===== src/rtl/nand_seq_pkg.sv =====
// Shared constants for the NAND page-read sequencer: wrapper register map, command codes,
// error encoding, FSM state codes and the per-step CMD write data.
package nand_seq_pkg;

    localparam logic [7:0] DATA_REG_ADDR   = 8'h00;
    localparam logic [7:0] CMD_REG_ADDR    = 8'h04;
    localparam logic [7:0] STATUS_REG_ADDR = 8'h0C;

    localparam logic [7:0] CMD_RESET   = 8'h00;
    localparam logic [7:0] CMD_SEL     = 8'h0D;
    localparam logic [7:0] CMD_READ1   = 8'h01;
    localparam logic [7:0] CMD_READ2   = 8'h03;
    localparam logic [7:0] CMD_XFER    = 8'h0E;

    localparam logic [1:0] ERR_OK      = 2'd0;
    localparam logic [1:0] ERR_SLV     = 2'd1;
    localparam logic [1:0] ERR_TIMEOUT = 2'd2;

    localparam logic [2:0] ST_IDLE        = 3'd0;
    localparam logic [2:0] ST_STEP_SETUP  = 3'd1;
    localparam logic [2:0] ST_STEP_ACCESS = 3'd2;
    localparam logic [2:0] ST_POLL_SETUP  = 3'd3;
    localparam logic [2:0] ST_POLL_ACCESS = 3'd4;
    localparam logic [2:0] ST_DRAIN       = 3'd5;
    localparam logic [2:0] ST_FINISH      = 3'd6;

    // Steps 0..4 are the setup writes, 5 is the per-byte 0x0E write, 6 is the DATA read.
    localparam logic [2:0] STEP_LAST_SETUP = 3'd4;
    localparam logic [2:0] STEP_XFER       = 3'd5;
    localparam logic [2:0] STEP_DATA       = 3'd6;

    function automatic logic [31:0] step_wdata(input logic [2:0] step, input logic [7:0] addr);
        case (step)
            3'd0:    step_wdata = {24'h0, CMD_RESET};
            3'd1:    step_wdata = {24'h0, CMD_SEL};
            3'd2:    step_wdata = {24'h0, addr};
            3'd3:    step_wdata = {24'h0, CMD_READ1};
            3'd4:    step_wdata = {24'h0, CMD_READ2};
            default: step_wdata = {24'h0, CMD_XFER};
        endcase
    endfunction

endpackage


===== src/rtl/nand_apb_read_sequencer_if.sv =====
// APB bus between the read sequencer (master) and the NAND wrapper (slave).
interface nand_apb_read_sequencer_if #(parameter int ADDR_W = 16) ();
    logic [ADDR_W-1:0] PADDR;
    logic              PSEL;
    logic              PENABLE;
    logic              PWRITE;
    logic [31:0]       PWDATA;
    logic [31:0]       PRDATA;
    logic              PREADY;
    logic              PSLVERR;

    modport master (output PADDR, PSEL, PENABLE, PWRITE, PWDATA,
                    input  PRDATA, PREADY, PSLVERR);
    modport slave  (input  PADDR, PSEL, PENABLE, PWRITE, PWDATA,
                    output PRDATA, PREADY, PSLVERR);
endinterface


===== src/rtl/apb_master_xfer.sv =====
// Single APB transfer engine: start in idle launches SETUP then ACCESS until PREADY.
// done/rdata/slverr are valid combinationally on the completing ACCESS cycle.
module apb_master_xfer #(
    parameter int ADDR_W = 16
) (
    input  logic              clk,
    input  logic              rst,
    input  logic              start,
    input  logic [ADDR_W-1:0] addr,
    input  logic [31:0]       wdata,
    input  logic              write,
    output logic              busy,
    output logic              done,
    output logic [31:0]       rdata,
    output logic              slverr,
    nand_apb_read_sequencer_if.master apb
);
    logic              psel_q, psel_d;
    logic              penable_q, penable_d;
    logic              pwrite_q, pwrite_d;
    logic [ADDR_W-1:0] paddr_q, paddr_d;
    logic [31:0]       pwdata_q, pwdata_d;

    always_comb begin
        psel_d    = psel_q;
        penable_d = penable_q;
        pwrite_d  = pwrite_q;
        paddr_d   = paddr_q;
        pwdata_d  = pwdata_q;
        if (!psel_q && start) begin
            psel_d   = 1'b1;
            pwrite_d = write;
            paddr_d  = addr;
            pwdata_d = wdata;
        end else if (psel_q && !penable_q) begin
            penable_d = 1'b1;
        end else if (psel_q && penable_q && apb.PREADY) begin
            // Dropping PSEL here guarantees an idle cycle before the next SETUP.
            psel_d    = 1'b0;
            penable_d = 1'b0;
        end
    end

    always_ff @(posedge clk) begin
        if (rst) begin
            psel_q    <= 1'b0;
            penable_q <= 1'b0;
            pwrite_q  <= 1'b0;
            paddr_q   <= '0;
            pwdata_q  <= '0;
        end else begin
            psel_q    <= psel_d;
            penable_q <= penable_d;
            pwrite_q  <= pwrite_d;
            paddr_q   <= paddr_d;
            pwdata_q  <= pwdata_d;
        end
    end

    assign apb.PSEL    = psel_q;
    assign apb.PENABLE = penable_q;
    assign apb.PWRITE  = pwrite_q;
    assign apb.PADDR   = paddr_q;
    assign apb.PWDATA  = pwdata_q;

    assign busy   = psel_q;
    assign done   = psel_q & penable_q & apb.PREADY;
    assign rdata  = apb.PRDATA;
    assign slverr = apb.PSLVERR;
endmodule


===== src/rtl/nand_apb_read_sequencer.sv =====
// Turns one page-read request into the wrapper CMD/STATUS/DATA APB sequence and
// streams the read bytes out; no APB traffic while a byte waits for dout_ready.
module nand_apb_read_sequencer
    import nand_seq_pkg::*;
#(
    parameter int POLL_MAX = 1024,
    parameter int ADDR_W   = 16
) (
    input  logic       PCLK,
    input  logic       PRESET,
    input  logic       req_valid,
    output logic       req_ready,
    input  logic [7:0] req_addr,
    input  logic [7:0] req_len,
    output logic       dout_valid,
    input  logic       dout_ready,
    output logic [7:0] dout_data,
    output logic       done,
    output logic [1:0] err,
    nand_apb_read_sequencer_if.master apb
);
    localparam int PCW = $clog2(POLL_MAX + 1);

    logic [2:0]        state_q, state_d;
    logic [2:0]        step_q, step_d;
    logic [7:0]        addr_q, addr_d;
    logic [7:0]        cnt_q, cnt_d;
    logic [PCW-1:0]    poll_q, poll_d;
    logic [1:0]        err_q, err_d;
    logic              dv_q, dv_d;
    logic [7:0]        dd_q, dd_d;

    logic              x_start, x_write, x_busy, x_done, x_slverr;
    logic [ADDR_W-1:0] x_addr;
    logic [31:0]       x_wdata, x_rdata;
    logic              rdata_unused;

    assign rdata_unused = ^x_rdata[31:8];

    apb_master_xfer #(.ADDR_W(ADDR_W)) u_xfer (
        .clk    (PCLK),
        .rst    (PRESET),
        .start  (x_start),
        .addr   (x_addr),
        .wdata  (x_wdata),
        .write  (x_write),
        .busy   (x_busy),
        .done   (x_done),
        .rdata  (x_rdata),
        .slverr (x_slverr),
        .apb    (apb)
    );

    always_comb begin
        state_d = state_q;
        step_d  = step_q;
        addr_d  = addr_q;
        cnt_d   = cnt_q;
        poll_d  = poll_q;
        err_d   = err_q;
        dv_d    = dv_q;
        dd_d    = dd_q;
        x_start = 1'b0;
        x_write = 1'b1;
        x_addr  = ADDR_W'(CMD_REG_ADDR);
        x_wdata = step_wdata(step_q, addr_q);
        case (state_q)
            ST_IDLE: begin
                if (req_valid) begin
                    addr_d  = req_addr;
                    cnt_d   = req_len;
                    err_d   = ERR_OK;
                    step_d  = 3'd0;
                    state_d = ST_STEP_SETUP;
                end
            end
            ST_STEP_SETUP: begin
                x_start = !x_busy;
                if (step_q == STEP_DATA) begin
                    x_write = 1'b0;
                    x_addr  = ADDR_W'(DATA_REG_ADDR);
                    x_wdata = '0;
                end
                if (!x_busy) state_d = ST_STEP_ACCESS;
            end
            ST_STEP_ACCESS: begin
                if (x_done) begin
                    if (x_slverr) begin
                        err_d   = ERR_SLV;
                        state_d = ST_FINISH;
                    end else if (step_q == STEP_DATA) begin
                        dd_d    = x_rdata[7:0];
                        dv_d    = 1'b1;
                        cnt_d   = cnt_q - 8'd1;
                        state_d = ST_DRAIN;
                    end else begin
                        poll_d  = '0;
                        state_d = ST_POLL_SETUP;
                    end
                end
            end
            ST_POLL_SETUP: begin
                x_start = !x_busy;
                x_write = 1'b0;
                x_addr  = ADDR_W'(STATUS_REG_ADDR);
                x_wdata = '0;
                if (!x_busy) state_d = ST_POLL_ACCESS;
            end
            ST_POLL_ACCESS: begin
                if (x_done) begin
                    if (x_slverr) begin
                        err_d   = ERR_SLV;
                        state_d = ST_FINISH;
                    end else if (!x_rdata[0]) begin
                        if (step_q == STEP_LAST_SETUP && cnt_q == 8'd0) begin
                            state_d = ST_FINISH;
                        end else begin
                            step_d  = step_q + 3'd1;
                            state_d = ST_STEP_SETUP;
                        end
                    end else if (poll_q == PCW'(POLL_MAX - 1)) begin
                        err_d   = ERR_TIMEOUT;
                        state_d = ST_FINISH;
                    end else begin
                        poll_d  = poll_q + PCW'(1);
                        state_d = ST_POLL_SETUP;
                    end
                end
            end
            ST_DRAIN: begin
                if (dout_ready) begin
                    dv_d = 1'b0;
                    if (cnt_q == 8'd0) begin
                        state_d = ST_FINISH;
                    end else begin
                        step_d  = STEP_XFER;
                        state_d = ST_STEP_SETUP;
                    end
                end
            end
            default: state_d = ST_IDLE;
        endcase
    end

    always_ff @(posedge PCLK) begin
        if (PRESET) begin
            state_q <= ST_IDLE;
            step_q  <= 3'd0;
            addr_q  <= 8'd0;
            cnt_q   <= 8'd0;
            poll_q  <= '0;
            err_q   <= ERR_OK;
            dv_q    <= 1'b0;
            dd_q    <= 8'd0;
        end else begin
            state_q <= state_d;
            step_q  <= step_d;
            addr_q  <= addr_d;
            cnt_q   <= cnt_d;
            poll_q  <= poll_d;
            err_q   <= err_d;
            dv_q    <= dv_d;
            dd_q    <= dd_d;
        end
    end

    assign req_ready  = (state_q == ST_IDLE);
    assign done       = (state_q == ST_FINISH);
    assign err        = err_q;
    assign dout_valid = dv_q;
    assign dout_data  = dd_q;
endmodule


===== src/flat_wrapper.sv =====
// flat-port wrapper written by rule: the top's interface ports become plain ports
module nand_apb_read_sequencer_flat import nand_seq_pkg::*;
#(
    parameter int POLL_MAX = 1024,
    parameter int ADDR_W   = 16
)
  (PCLK, PRESET, req_valid, req_ready, req_addr, req_len, dout_valid, dout_ready, dout_data, done, err, apb_PADDR, apb_PSEL, apb_PENABLE, apb_PWRITE, apb_PWDATA, apb_PRDATA, apb_PREADY, apb_PSLVERR);
  nand_apb_read_sequencer_if #(.ADDR_W(ADDR_W)) apb_i ();
  input  logic PCLK;
  input  logic PRESET;
  input  logic req_valid;
  output logic req_ready;
  input  logic [7:0] req_addr;
  input  logic [7:0] req_len;
  output logic dout_valid;
  input  logic dout_ready;
  output logic [7:0] dout_data;
  output logic done;
  output logic [1:0] err;
  output wire logic [$bits(apb_i.PADDR)-1:0] apb_PADDR;
  output wire logic [$bits(apb_i.PSEL)-1:0] apb_PSEL;
  output wire logic [$bits(apb_i.PENABLE)-1:0] apb_PENABLE;
  output wire logic [$bits(apb_i.PWRITE)-1:0] apb_PWRITE;
  output wire logic [$bits(apb_i.PWDATA)-1:0] apb_PWDATA;
  input wire logic [$bits(apb_i.PRDATA)-1:0] apb_PRDATA;
  input wire logic [$bits(apb_i.PREADY)-1:0] apb_PREADY;
  input wire logic [$bits(apb_i.PSLVERR)-1:0] apb_PSLVERR;
  assign apb_PADDR = apb_i.PADDR;
  assign apb_PSEL = apb_i.PSEL;
  assign apb_PENABLE = apb_i.PENABLE;
  assign apb_PWRITE = apb_i.PWRITE;
  assign apb_PWDATA = apb_i.PWDATA;
  assign apb_i.PRDATA = apb_PRDATA;
  assign apb_i.PREADY = apb_PREADY;
  assign apb_i.PSLVERR = apb_PSLVERR;
  nand_apb_read_sequencer #(.POLL_MAX(POLL_MAX), .ADDR_W(ADDR_W)) u_core (.PCLK(PCLK), .PRESET(PRESET), .req_valid(req_valid), .req_ready(req_ready), .req_addr(req_addr), .req_len(req_len), .dout_valid(dout_valid), .dout_ready(dout_ready), .dout_data(dout_data), .done(done), .err(err), .apb(apb_i));
endmodule

===== config.mk =====
export PLATFORM = sky130hd
export DESIGN_NAME = nand_apb_read_sequencer_flat
export DESIGN_NICKNAME = d
export VERILOG_FILES = /design/src/rtl/nand_seq_pkg.sv /design/src/rtl/nand_apb_read_sequencer_if.sv /design/src/rtl/apb_master_xfer.sv /design/src/rtl/nand_apb_read_sequencer.sv /design/src/flat_wrapper.sv
export SDC_FILE = /design/constraint.sdc
export NUM_CORES = 1
export LEC_CHECK = 0
export CORE_UTILIZATION = 42
export DETAILED_ROUTE_END_ITERATION = 16
export PLACE_DENSITY = 0.75
export SKIP_LAST_GASP = 1
export SYNTH_ARGS = -nofsm -noshare
export SYNTH_HDL_FRONTEND = slang
export SYNTH_SLANG_ARGS = --single-unit

===== constraint.sdc =====
create_clock -name PCLK -period 2.8 [get_ports PCLK]
set_input_delay 0.56 -clock PCLK [delete_from_list [all_inputs] [get_ports PCLK]]
set_output_delay 0.56 -clock PCLK [all_outputs]
set_load 0.05 [all_outputs]

After elaboration in Yosys (flattened, before gate mapping)
Index checks and enable logic that the tools add are counted.

Flip-flop bits (word level): 95. Word-level logic and storage cells: 139. Output and inout bits: 64.

Add/sub/neg operators: 3. Muxes and demuxes: 60. Equality and inequality tests: 31. Reduce and logical (&&, ||, !) cells: 28. Bitwise gates (word level): 4.

Operators with widths (number): two-way mux 11 bit (7); case mux 32 bit (2 select lines) (1); two-way mux 3 bit (21); two-way mux 8 bit (5); case mux 8 bit (5 select lines) (1); != test 2 bit (second input constant) (16); case mux 16 bit (2 select lines) (1); case mux 11 bit (2 select lines) (1); case mux 3 bit (6 select lines) (1); case mux 8 bit (2 select lines) (1); AND reduction 8 bit (2); equality test 3 bit (second input constant) (5); two-way mux 2 bit (7); equality test 3 x 2 -> 1 bit (second input constant) (4); adder 11 x 1 -> 11 bit (second input constant) (1); equality test 11 x 10 -> 1 bit (second input constant) (1); two-way mux 1 bit (10); AND reduction 5 bit (2); nonzero test 2 bit (5); case mux 3 bit (3 select lines) (1); logical NOT 8 bit (1); subtractor 8 x 1 -> 8 bit (second input constant) (1); AND reduction 7 bit (1); equality test 3 x 1 -> 1 bit (second input constant) (2); other kinds (16) (28).

Logic depth before layout (Yosys ltp)
Gate-level depths: netlist of run 1.

Word-level depth: 7. Depth in mapped cells: 8. Depth with buffers taken out: 6.

Modules after synthesis
Synthesis of run 1 repeated with hierarchy kept, for this count alone.

Cells, all modules: 632. Area, all modules: 5424.0 µm².

Modules (own cells, without submodules): nand_apb_read_sequencer (seq. area each 880.8 µm², cells an instance 368, area each 2850.2 µm², instances 1); apb_master_xfer (seq. area each 1021.0 µm², cells an instance 264, area each 2573.7 µm², instances 1).

Least setup slack after synthesis of run 1
Ideal clock, no wire load.

Path type: register to register. From: register u_core.state_q[0]. To: register u_core.addr_q[0]. Stages on the path, launching flop included: 7. Slack: 0.221 ns. Setup time: 0.132 ns. Period minus slack after synthesis: 2.579 ns. Arrival time: 2.447 ns. Path through: dfxtp_1 -> clkbuf_1 -> buf_1 -> nor3_1 -> nand2_1 -> nand2_1 -> a21oi_1.

Word-level cells in the longest chain between the ends: 2.

Ends and longest elaborated chain: from (decl) (line nand_apb_read_sequencer.sv:24) `logic [2:0] state_q, state_d;`; from (signal assigned) (line nand_apb_read_sequencer.sv:156) `state_q <= state_d;`; logical NOT 3 bit; net req_ready (line flat_wrapper.sv:12) `output logic req_ready;`; AND reduction 2 bit (no line); to (signal assigned) (line nand_apb_read_sequencer.sv:158) `addr_q <= addr_d;`; to (decl) (line nand_apb_read_sequencer.sv:26) `logic [7:0] addr_q, addr_d;`.

The timed path passes the listed nets, and every way through them passes these cells. A chain may end at the register's enable or synchronous reset.

Worst setup path after layout of run 1
From: register u_core.state_q[0]. To: output req_ready.

Word-level cells in the longest chain between the ends: 1.

Ends and longest elaborated chain: logical NOT 3 bit (line nand_apb_read_sequencer.sv:167) `assign req_ready = (state_q == ST_IDLE);`; to (decl) (line flat_wrapper.sv:12).

Every way passes these cells.

==> results of run 1 <==
power by group through the flow:
stage	Combinational [W]	Sequential, W	Clock, W
global placement	0.00128	0.00104	0
CTS	0.00132	0.00103	0.000841
global route	0.00143	0.00105	0.000885
floorplan	0.000948	0.00109	0
finish	0.00132	0.00103	0.000832
detailed placement	0.00131	0.00104	0
worst min path at each step:
stage	cells past startpoint	slack (ns)	to	from
after floorplan	2	0.44	u_core.addr_q[4]	u_core.addr_q[4]
after detailed placement	2	0.45	u_core.addr_q[5]	u_core.addr_q[5]
after global routing	2	0.48	u_core.err[1]	u_core.err[1]
final	2	0.46	u_core.err[1]	u_core.err[1]
after global placement	2	0.44	u_core.addr_q[4]	u_core.addr_q[4]
after CTS	2	0.46	u_core.addr_q[5]	u_core.addr_q[5]
routing by layer:
layer,global-route usage (%),up-vias
met3,7.37,11
met5,0,-
met4,6.22,0
met2,34.2,110
li1,-,1563
met1,24.0,1470
metrics by stage:
step           setup slack, ns  total power (W)
6_report                 0.218          0.00319
5_1_grt                 0.0899          0.00336
4_1_cts                  0.217          0.00318
3_5_place_dp             0.158          0.00235
3_3_place_gp             0.208          0.00232
2_1_floorplan            0.221          0.00204
worst reg2reg max path, cell delays in order (launching register included):
cell	delay, ns
dfxtp_1	0.34
inv_1	0.13
ha_1	0.17
or3b_2	0.52
o31ai_1	0.65
a211oi_1	0.19
o221a_2	0.28
sequential cells by signal (all words and copies together) (netlist names), 3 cells and up:
signal                    count
u_core.cnt_q                  8
u_core.state_q                3
u_core.step_q                 3
u_core.u_xfer.apb.PWDATA      8
u_core.addr_q                 8
u_core.poll_q                11
u_core.dout_data              8
area by class of cell:
class,count,area (µm²),area share (%)
repair buffers,71,663,16.1
well taps,102,128,3.10
inverters,12,45.0,1.09
flip-flops and latches,57,1140,27.7
multi-input cells,322,1930,46.8
clock inverters,2,35.0,0.851
clock buffers,13,179,4.34
kinds of logic (layout without fill, tap and decap cells):
family | Yosys count | count (layout) | synth area share, %
fa+ha+maj | 7 | 7 | 2.60
simple gates | 154 | 154 | 24.0
compound gates | 110 | 110 | 22.6
mux | 12 | 12 | 3.61
flops | 57 | 57 | 33.9
other cells | 1 | 38 | 0.111
buf+inv | 75 | 98 | 12.9
xor+xnor | 1 | 1 | 0.260
layout by cell type, fill, tap and decap left out, types with 3 or more instances in the layout:
cell type,Yosys,final
nand2b_1,8,8
or4_1,9,9
a211oi_1,8,8
o21a_1,3,3
nor3b_1,6,6
nand3_1,8,8
mux2i_1,11,11
nand4_1,3,3
a2111oi_0,3,3
dfxtp_1,57,57
o22ai_1,3,3
nor2b_1,7,7
clkbuf_8,0,13
o311ai_0,3,3
inv_1,12,12
a21oi_1,31,31
nor4_1,5,5
o21ai_0,8,8
nand3b_1,3,3
o211ai_1,5,5
o31ai_1,13,13
nand2_1,33,33
clkdlybuf4s50_1,0,53
or3_1,4,4
a22oi_1,11,11
buf_4,38,17
ha_1,7,7
a31oi_1,3,3
nor2_1,36,36
conb_1,1,38
nor3_1,19,19
==> flow_metrics.tcl, run 1 <==
set metrics [dict create \
    cp.depth 2 \
    cts_tree "built" \
    reg2regPathDepth 6 \
    switching_share_pct 41.0 \
    synth_cells 417 \
    synth_seq_area_share_pct 33.9 \
    stdcell_area_mm2 0.00412 \
    place_area_mm2 0.00391 \
    fp.dieW_um 91.5 \
    htree_levels 3 \
    instances_no_fill 579 \
    synthesis.area_mm2 0.00336 \
    synth_cell_types 61 \
    wl_per_cell_um 14.3 \
    crit_family "buffers and inverters" \
    cp-startpoint "u_core.state_q[0]" \
    p_clk_share_pct 26.1 \
    initial_utilization_pct 43.5 \
    grt_max_degree 32 \
    clockBufferDepth 2 \
    fin_crit_sh_pct 92.2 \
    wirelength_met1_um 3590 \
    tns_ns 0 \
    hold_slack_ns 0.456 \
    leakagePower_nw 1.49 \
    worst_skew_pair.late_latency_ns 0.34 \
    core_mm2 0.00773 \
    drc 0 \
    cp_num_buf_inv 1 \
    rrSetupSlack_ns 0.42 \
    p_comb_share_pct 41.6 \
    clk_root_buffer_cell "clkbuf_8" \
    die_h_um 91.5 \
    dp_hpwl_um 5910 \
    wirelength_um 8290 \
    slew_viol_final 0 \
    vias_per_cell 5.45 \
    synth.area.top_cells "dfxtp_1 34%, buf_4 8.5%, a21oi_1 4.6%, nor2_1 4.0%, nand2_1 3.7%" \
    dieArea_mm2 0.00837 \
    antenna_cells 0 \
    maxUsedRoutingLayer "met4" \
    avgSynthCellArea_um2 8.07 \
    setup.worst_path.end "req_ready" \
    synth-seq-cells 57 \
    dp.cells 564 \
    fillers 742 \
    cp.arrival_ns 2.02 \
    yosysTopAreaCell "dfxtp_1" \
    async_flop_share_pct 0 \
    switchingPower_w 0.00131 \
    drt.antenna.violating_nets 0 \
    r2r_end "u_core.step_q[2]" \
    gp_congestion 0.894 \
    start_kind "flip-flop" \
    drive_gt1_share_pct 9.01 \
    first_iter_violations 188 \
    rows 32 \
    fmax_ghz 0.387 \
    hold_viol_final 0 \
    synthMostInstantiatedCell "dfxtp_1" \
    synth-edff-count 0 \
    io_pins 118 \
    criticalPathCategory "reg -> out" \
    yosys_warnings 0 \
    p_per_area_mw_per_mm2 774 \
    clk_pin_slew_worst_paths_ns 0.06 \
    end_kind "output port" \
    grt_overflow 0 \
    numPortBuffers 55 \
    grt_use_total_pct 20.3 \
    cts_num_sinks 57 \
    seqPwrFrac_pct 32.3 \
    p_int_w 0.00188 \
    post_cts_buffers 0 \
    antenna_found_initial 0 \
    clock_skew_ns 0.00539 \
    wl_met3_um 617 \
    synth-main-ff-cell "dfxtp_1" \
    synth_top_area_share_pct 33.9 \
    status "complete, no violations" \
    setup_viol_count_final 0 \
    ir_worst_vdd_v 0.000498 \
    dr.pass1.iters 4 \
    cts_buffers 9 \
    utilization_pct 53.3 \
    path_max_fanout 14 \
    worstMarginPinSlew_ns 0.716 \
    fin_crit_ns 2.58 \
    hold_path_class "reg -> reg" \
    max-cap-violations 0 \
    area_growth_pct 22.4 \
    r2r-start "u_core.cnt_q[0]" \
    max-slew-margin-rel_pct 51.9 \
    grt_pass1_vias 2937 \
    ctsHoldBuffers 0 \
    synth_common_cells "57 x dfxtp_1, 38 x buf_4, 36 x nor2_1, 33 x nand2_1, 31 x a21oi_1" \
    layout.nets 534 \
    slowest_stage "clkdlybuf4s50_1" \
    num_vias 3154 \
    met2_length_um 3990 \
    path_cells "nor3_1, clkdlybuf4s50_1" \
    rsz0062_at_grt "no" \
    grt_pass1_wl_um 13700 \
    crit_required_ns 2.24 \
    cts_resized 0 \
    max_stage_delay_ns 0.88 \
]
(Power assumes the default switching activity.)
==> inputs of run 2 (changes only) <==
==> constraint.sdc (replaced) <==
create_clock -name PCLK -period 2.8 [get_ports PCLK]
set_input_delay 0.28 -clock PCLK [delete_from_list [all_inputs] [get_ports PCLK]]
set_output_delay 0.28 -clock PCLK [all_outputs]
set_load 0.05 [all_outputs]
==> run 2 against run 1 <==
Against the previous run:
- first-iteration DRC count increased by 4.8%
- critical path depth up 2
- global-route usage decreased by 0.14 points
- clock-buffer cell count decreased by 4
- setup slack gained 0.11 ns
- register-to-register slack better by 0.04 ns
- sequential power barely moved
- fmax is 4.5% higher
- die area unchanged
- final cell count is 0.17% lower
- total power fell by 2.4%
- utilization decreased by 0.40 points
- critical path type unchanged
- largest cell class unchanged
==> flow_metrics.tcl, run 2 (same netlist as run 1, synthesis figures left out) <==
set metrics [dict create \
    grt_use_total_pct 20.2 \
    crit_family "buffers and inverters" \
    cp.arrival_ns 2.19 \
    antenna_cells 0 \
    area_growth_pct 21.5 \
    worstMarginPinSlew_ns 0.850 \
    io_pins 118 \
    p_per_area_mw_per_mm2 761 \
    clk_root_buffer_cell "clkbuf_8" \
    grt_overflow 0 \
    pre_cts_ws_ns 0.429 \
    dp_hpwl_um 5810 \
    clock_skew_ns 0.00718 \
    drt.antenna.violating_nets 0 \
    p_int_w 0.00178 \
    p_clk_share_pct 24.8 \
    regMostFlops "u_core.poll_q" \
    switchingPower_w 0.00133 \
    ir_worst_vdd_v 0.000466 \
    crit_required_ns 2.52 \
    fp.dieW_um 91.5 \
    cp_num_buf_inv 2 \
    clockBufferDepth 2 \
    slew_viol_final 0 \
    grt_pass1_wl_um 13500 \
    start_kind "flip-flop" \
    vias_per_cell 5.47 \
    layout_common_cells "57 x dfxtp_1, 54 x clkdlybuf4s50_1, 38 x conb_1" \
    wirelength_um 8300 \
    max-cap-violations 0 \
    cts_num_sinks 57 \
    layout.cells.most_common "dfxtp_1" \
    reg2regPathDepth 6 \
    r2r-start "u_core.cnt_q[0]" \
    dr.pass1.iters 5 \
    p_comb_share_pct 42.6 \
    criticalPathCategory "reg -> out" \
    switching_share_pct 42.9 \
    cp-startpoint "u_core.state_q[1]" \
    path_max_fanout 20 \
    cts_buffers 9 \
    rsz0062_at_grt "no" \
    status "complete, no violations" \
    place_area_mm2 0.00389 \
    core_mm2 0.00773 \
    htree_levels 3 \
    fmax_ghz 0.405 \
    grt_max_degree 34 \
    seqCellArea_mm2 0.00114 \
    die_h_um 91.5 \
    cp.depth 4 \
    rrSetupSlack_ns 0.46 \
    path_cells "buf_4, nand2_1, nor2_1, clkdlybuf4s50_1" \
    drc 0 \
    seqPwrFrac_pct 32.5 \
    leakagePower_nw 1.46 \
    setup_viol_count_final 0 \
    slowest_stage "clkdlybuf4s50_1" \
    fin_ws_ns 0.330 \
    grt_pass1_vias 2883 \
    cts_resized 0 \
    dieArea_mm2 0.00837 \
    numPortBuffers 55 \
    hold_viol_final 0 \
    hold_slack_ns 0.327 \
    multi_input_area_mm2 0.00193 \
    drive_gt1_share_pct 8.61 \
    first_iter_violations 197 \
    setup.worst_path.end "done" \
    antenna_found_initial 0 \
    initial_utilization_pct 43.5 \
    fillers 755 \
    cts_tree "built" \
    worstHoldStart "PRESET" \
    stdcell_area_mm2 0.00409 \
    ctsHoldBuffers 0 \
    wl_per_cell_um 14.4 \
    largest_reg_flops 11 \
    r2r_end "u_core.step_q[2]" \
    rows 32 \
    tns_ns 0 \
    max_stage_delay_ns 0.82 \
    num_vias 3163 \
    hold_path_class "in -> reg" \
    end_kind "output port" \
    clk_pin_slew_worst_paths_ns 0.07 \
    post_cts_buffers 0 \
    worst_skew_pair.late_latency_ns 0.35 \
    max-slew-margin-rel_pct 42.8 \
    fin_crit_sh_pct 88.2 \
    gp_congestion 0.869 \
    layout.nets 532 \
    fin_crit_ns 2.47 \
]
[run 2: metal layers]
metal,GRT usage [%],wire length [µm],vias up
met4,5.95,108,0
met1,23.5,3620,1508
met2,34.3,4110,90
met3,7.45,465,14
met5,0,0,-
li1,-,-,1551
[run 2: stage by stage]
step	instances	total power (W)	utilization [%]
2_1_floorplan	454	0.00204	-
3_3_place_gp	562	0.00232	50.4
3_5_place_dp	562	0.00234	50.4
4_1_cts	578	0.00312	52.9
5_1_grt	578	0.00330	52.9
6_report	578	0.00311	52.9
[run 2: area by class of cell]
class | instances | share of cell area (%)
Clock buffer | 9 | 3.03
Clock inverter | 7 | 1.74
Inverter | 12 | 1.10
Multi-Input combinational cell | 322 | 47.2
Sequential cell | 57 | 27.9
Tap cell | 102 | 3.12
Timing Repair Buffer | 69 | 15.9
[run 2: worst min-delay path by stage]
| stage | end | slack, ns | cells past startpoint |
|---|---|---|---|
| after floorplan | u_core.dout_valid | 0.40 | 1 |
| after global placement | u_core.addr_q[4] | 0.44 | 2 |
| after detailed placement | u_core.err[1] | 0.45 | 2 |
| after CTS | u_core.u_xfer.apb.PSEL | 0.32 | 2 |
| after global routing | u_core.dout_data[2] | 0.34 | 2 |
| final | u_core.u_xfer.apb.PSEL | 0.33 | 2 |
[run 2: power by group through the flow]
stage          combinational [W]  sequential (W)  clock, W
4_1_cts                  0.00132         0.00101  0.000786
2_1_floorplan           0.000948         0.00109         0
5_1_grt                  0.00144         0.00103  0.000834
3_5_place_dp             0.00132         0.00102         0
3_3_place_gp             0.00130         0.00102         0
6_report                 0.00133         0.00101  0.000772
==> inputs of run 3 (changes only) <==
CORE_UTILIZATION = 46   (was 42)
CTS_CLUSTER_SIZE = 24   (was unset)
PLACE_DENSITY = 0.81   (was 0.75)
==> run 3 against run 2 <==
Against the previous run:
- setup slack improved by 0.0048 ns
- critical path depth unchanged
- combinational power about the same
- utilization increased by 7.0 points
- first-iteration DRC count decreased by 11%
- total power increased by 9.7%
- global-route usage grew 2.8 points
- largest power group unchanged
- highest routed layer unchanged
==> flow_metrics.tcl, run 3 (same netlist as run 1, synthesis figures left out) <==
set metrics [dict create \
    worst_skew_pair.late_latency_ns 0.35 \
    tns_ns 0 \
    hold_slack_ns 0.274 \
    drt.antenna.violating_nets 0 \
    maxUsedRoutingLayer "met4" \
    io_pins 118 \
    setup_viol_count_final 0 \
    cts_num_sinks 57 \
    htree_levels 3 \
    fp.dieW_um 87.5 \
    numPortBuffers 55 \
    post_cts_buffers 0 \
    layout.cells.most_common "dfxtp_1" \
    ctsHoldBuffers 0 \
    wl_per_cell_um 14.8 \
    worstMarginPinSlew_ns 0.756 \
    gp_congestion 0.911 \
    max-slew-margin-rel_pct 49.5 \
    clockBufferDepth 2 \
    antenna_cells 0 \
    largest_reg_flops 11 \
    cp.arrival_ns 2.19 \
    cts_buffers 9 \
    p_per_area_mw_per_mm2 820 \
    grt_pass1_vias 2989 \
    end_kind "output port" \
    cts_tree "built" \
    area_growth_pct 23.7 \
    fin_crit_ns 2.47 \
    dieArea_mm2 0.00766 \
    core_mm2 0.00694 \
    vias_per_cell 5.57 \
    wl_met3_um 520 \
    cts_resized 0 \
    ir_worst_vdd_v 0.000463 \
    path_max_fanout 13 \
    rsz0062_at_grt "no" \
    clk_pin_slew_worst_paths_ns 0.06 \
    met2_length_um 4210 \
    fmax_ghz 0.406 \
    die_h_um 87.5 \
    start_kind "flip-flop" \
    wirelength_um 8480 \
    clk_root_buffer_cell "clkbuf_8" \
    grt_pass1_wl_um 13800 \
    hold_viol_final 0 \
    initial_utilization_pct 48.5 \
    status "complete, no violations" \
    layout_common_cells "57 x dfxtp_1, 54 x clkdlybuf4s50_1, 38 x conb_1" \
    fillers 586 \
    num_vias 3186 \
    criticalPathCategory "reg -> out" \
    drc 0 \
    antenna_found_initial 0 \
    regMostFlops "u_core.poll_q" \
    max-cap-violations 0 \
    rows 30 \
    fin_crit_sh_pct 88.0 \
    dp_hpwl_um 5910 \
    instances_no_fill 572 \
    slew_viol_final 0 \
    crit_required_ns 2.52 \
    hold_path_class "in -> reg" \
    grt_max_degree 43 \
    clock_skew_ns 0.00805 \
    dr.pass1.iters 5 \
    grt_overflow 0 \
    wirelength_met1_um 3580 \
    first_iter_violations 176 \
    layout.nets 532 \
    leakagePower_nw 1.50 \
    drive_gt1_share_pct 8.61 \
    grt_use_total_pct 23.0 \
    dp.cells 556 \
]
==> run 3: cell count changes in the layout (fill, tap and decap cells not counted), sizes merged <==
cell	delta
clkbuf	+2
clkinv	-2
bufinv	+3
clkinvlp	-3
==> run 3: cell type report <==
| cell class | instances | area (µm²) | share of cell area, % |
|---|---|---|---|
| Clock inverter | 5 | 125 | 3.01 |
| Timing Repair Buffer | 69 | 651 | 15.6 |
| Sequential cell | 57 | 1140 | 27.4 |
| Clock buffer | 11 | 151 | 3.64 |
| Inverter | 12 | 45.0 | 1.08 |
| Multi-Input combinational cell | 322 | 1930 | 46.3 |
| Tap cell | 96 | 120 | 2.89 |
==> run 3: critical path, cell delays in order (launching register included) <==
cell             delay [ns]
dfxtp_1                0.54
buf_4                  0.26
nand2_1                0.10
nor2_1                 0.10
clkdlybuf4s50_1        0.82
==> run 3: path summary, 6_finish.rpt <==
path,to,slack (ns),depth (start not counted),from
worst max register to register,u_core.step_q[2],0.43,6,u_core.cnt_q[0]
worst min register to register,u_core.addr_q[3],0.46,2,u_core.addr_q[3]
worst min-delay path,u_core.cnt_q[0],0.27,2,PRESET
worst max-delay path,done,0.33,4,u_core.state_q[2]
==> run 3: metrics by stage <==
step	util, %	total power, W	area [µm²]	worst slack [ns]
finish	59.9	0.00341	4160	0.335
global route	59.9	0.00358	4160	0.214
CTS	59.9	0.00341	4160	0.337
detailed placement	55.9	0.00233	3880	0.409
global placement	55.9	0.00230	3880	0.457
floorplan	-	0.00204	3500	0.221
==> run 3: layer usage <==
metal / GRT usage, % / up-vias
met1: 27.7 / 1486
met2: 38.4 / 125
met4: 9.69 / 0
li1: - / 1557
met5: 0 / -
met3: 6.54 / 18
==> run 3: where the power goes <==
part,leakage [nW],switching (W),internal [W]
clock,0.140,0.000344,0.000728
sequential,0.463,0.000116,0.000910
combinational,0.902,0.000860,0.000454
total,1.50,0.00132,0.00209
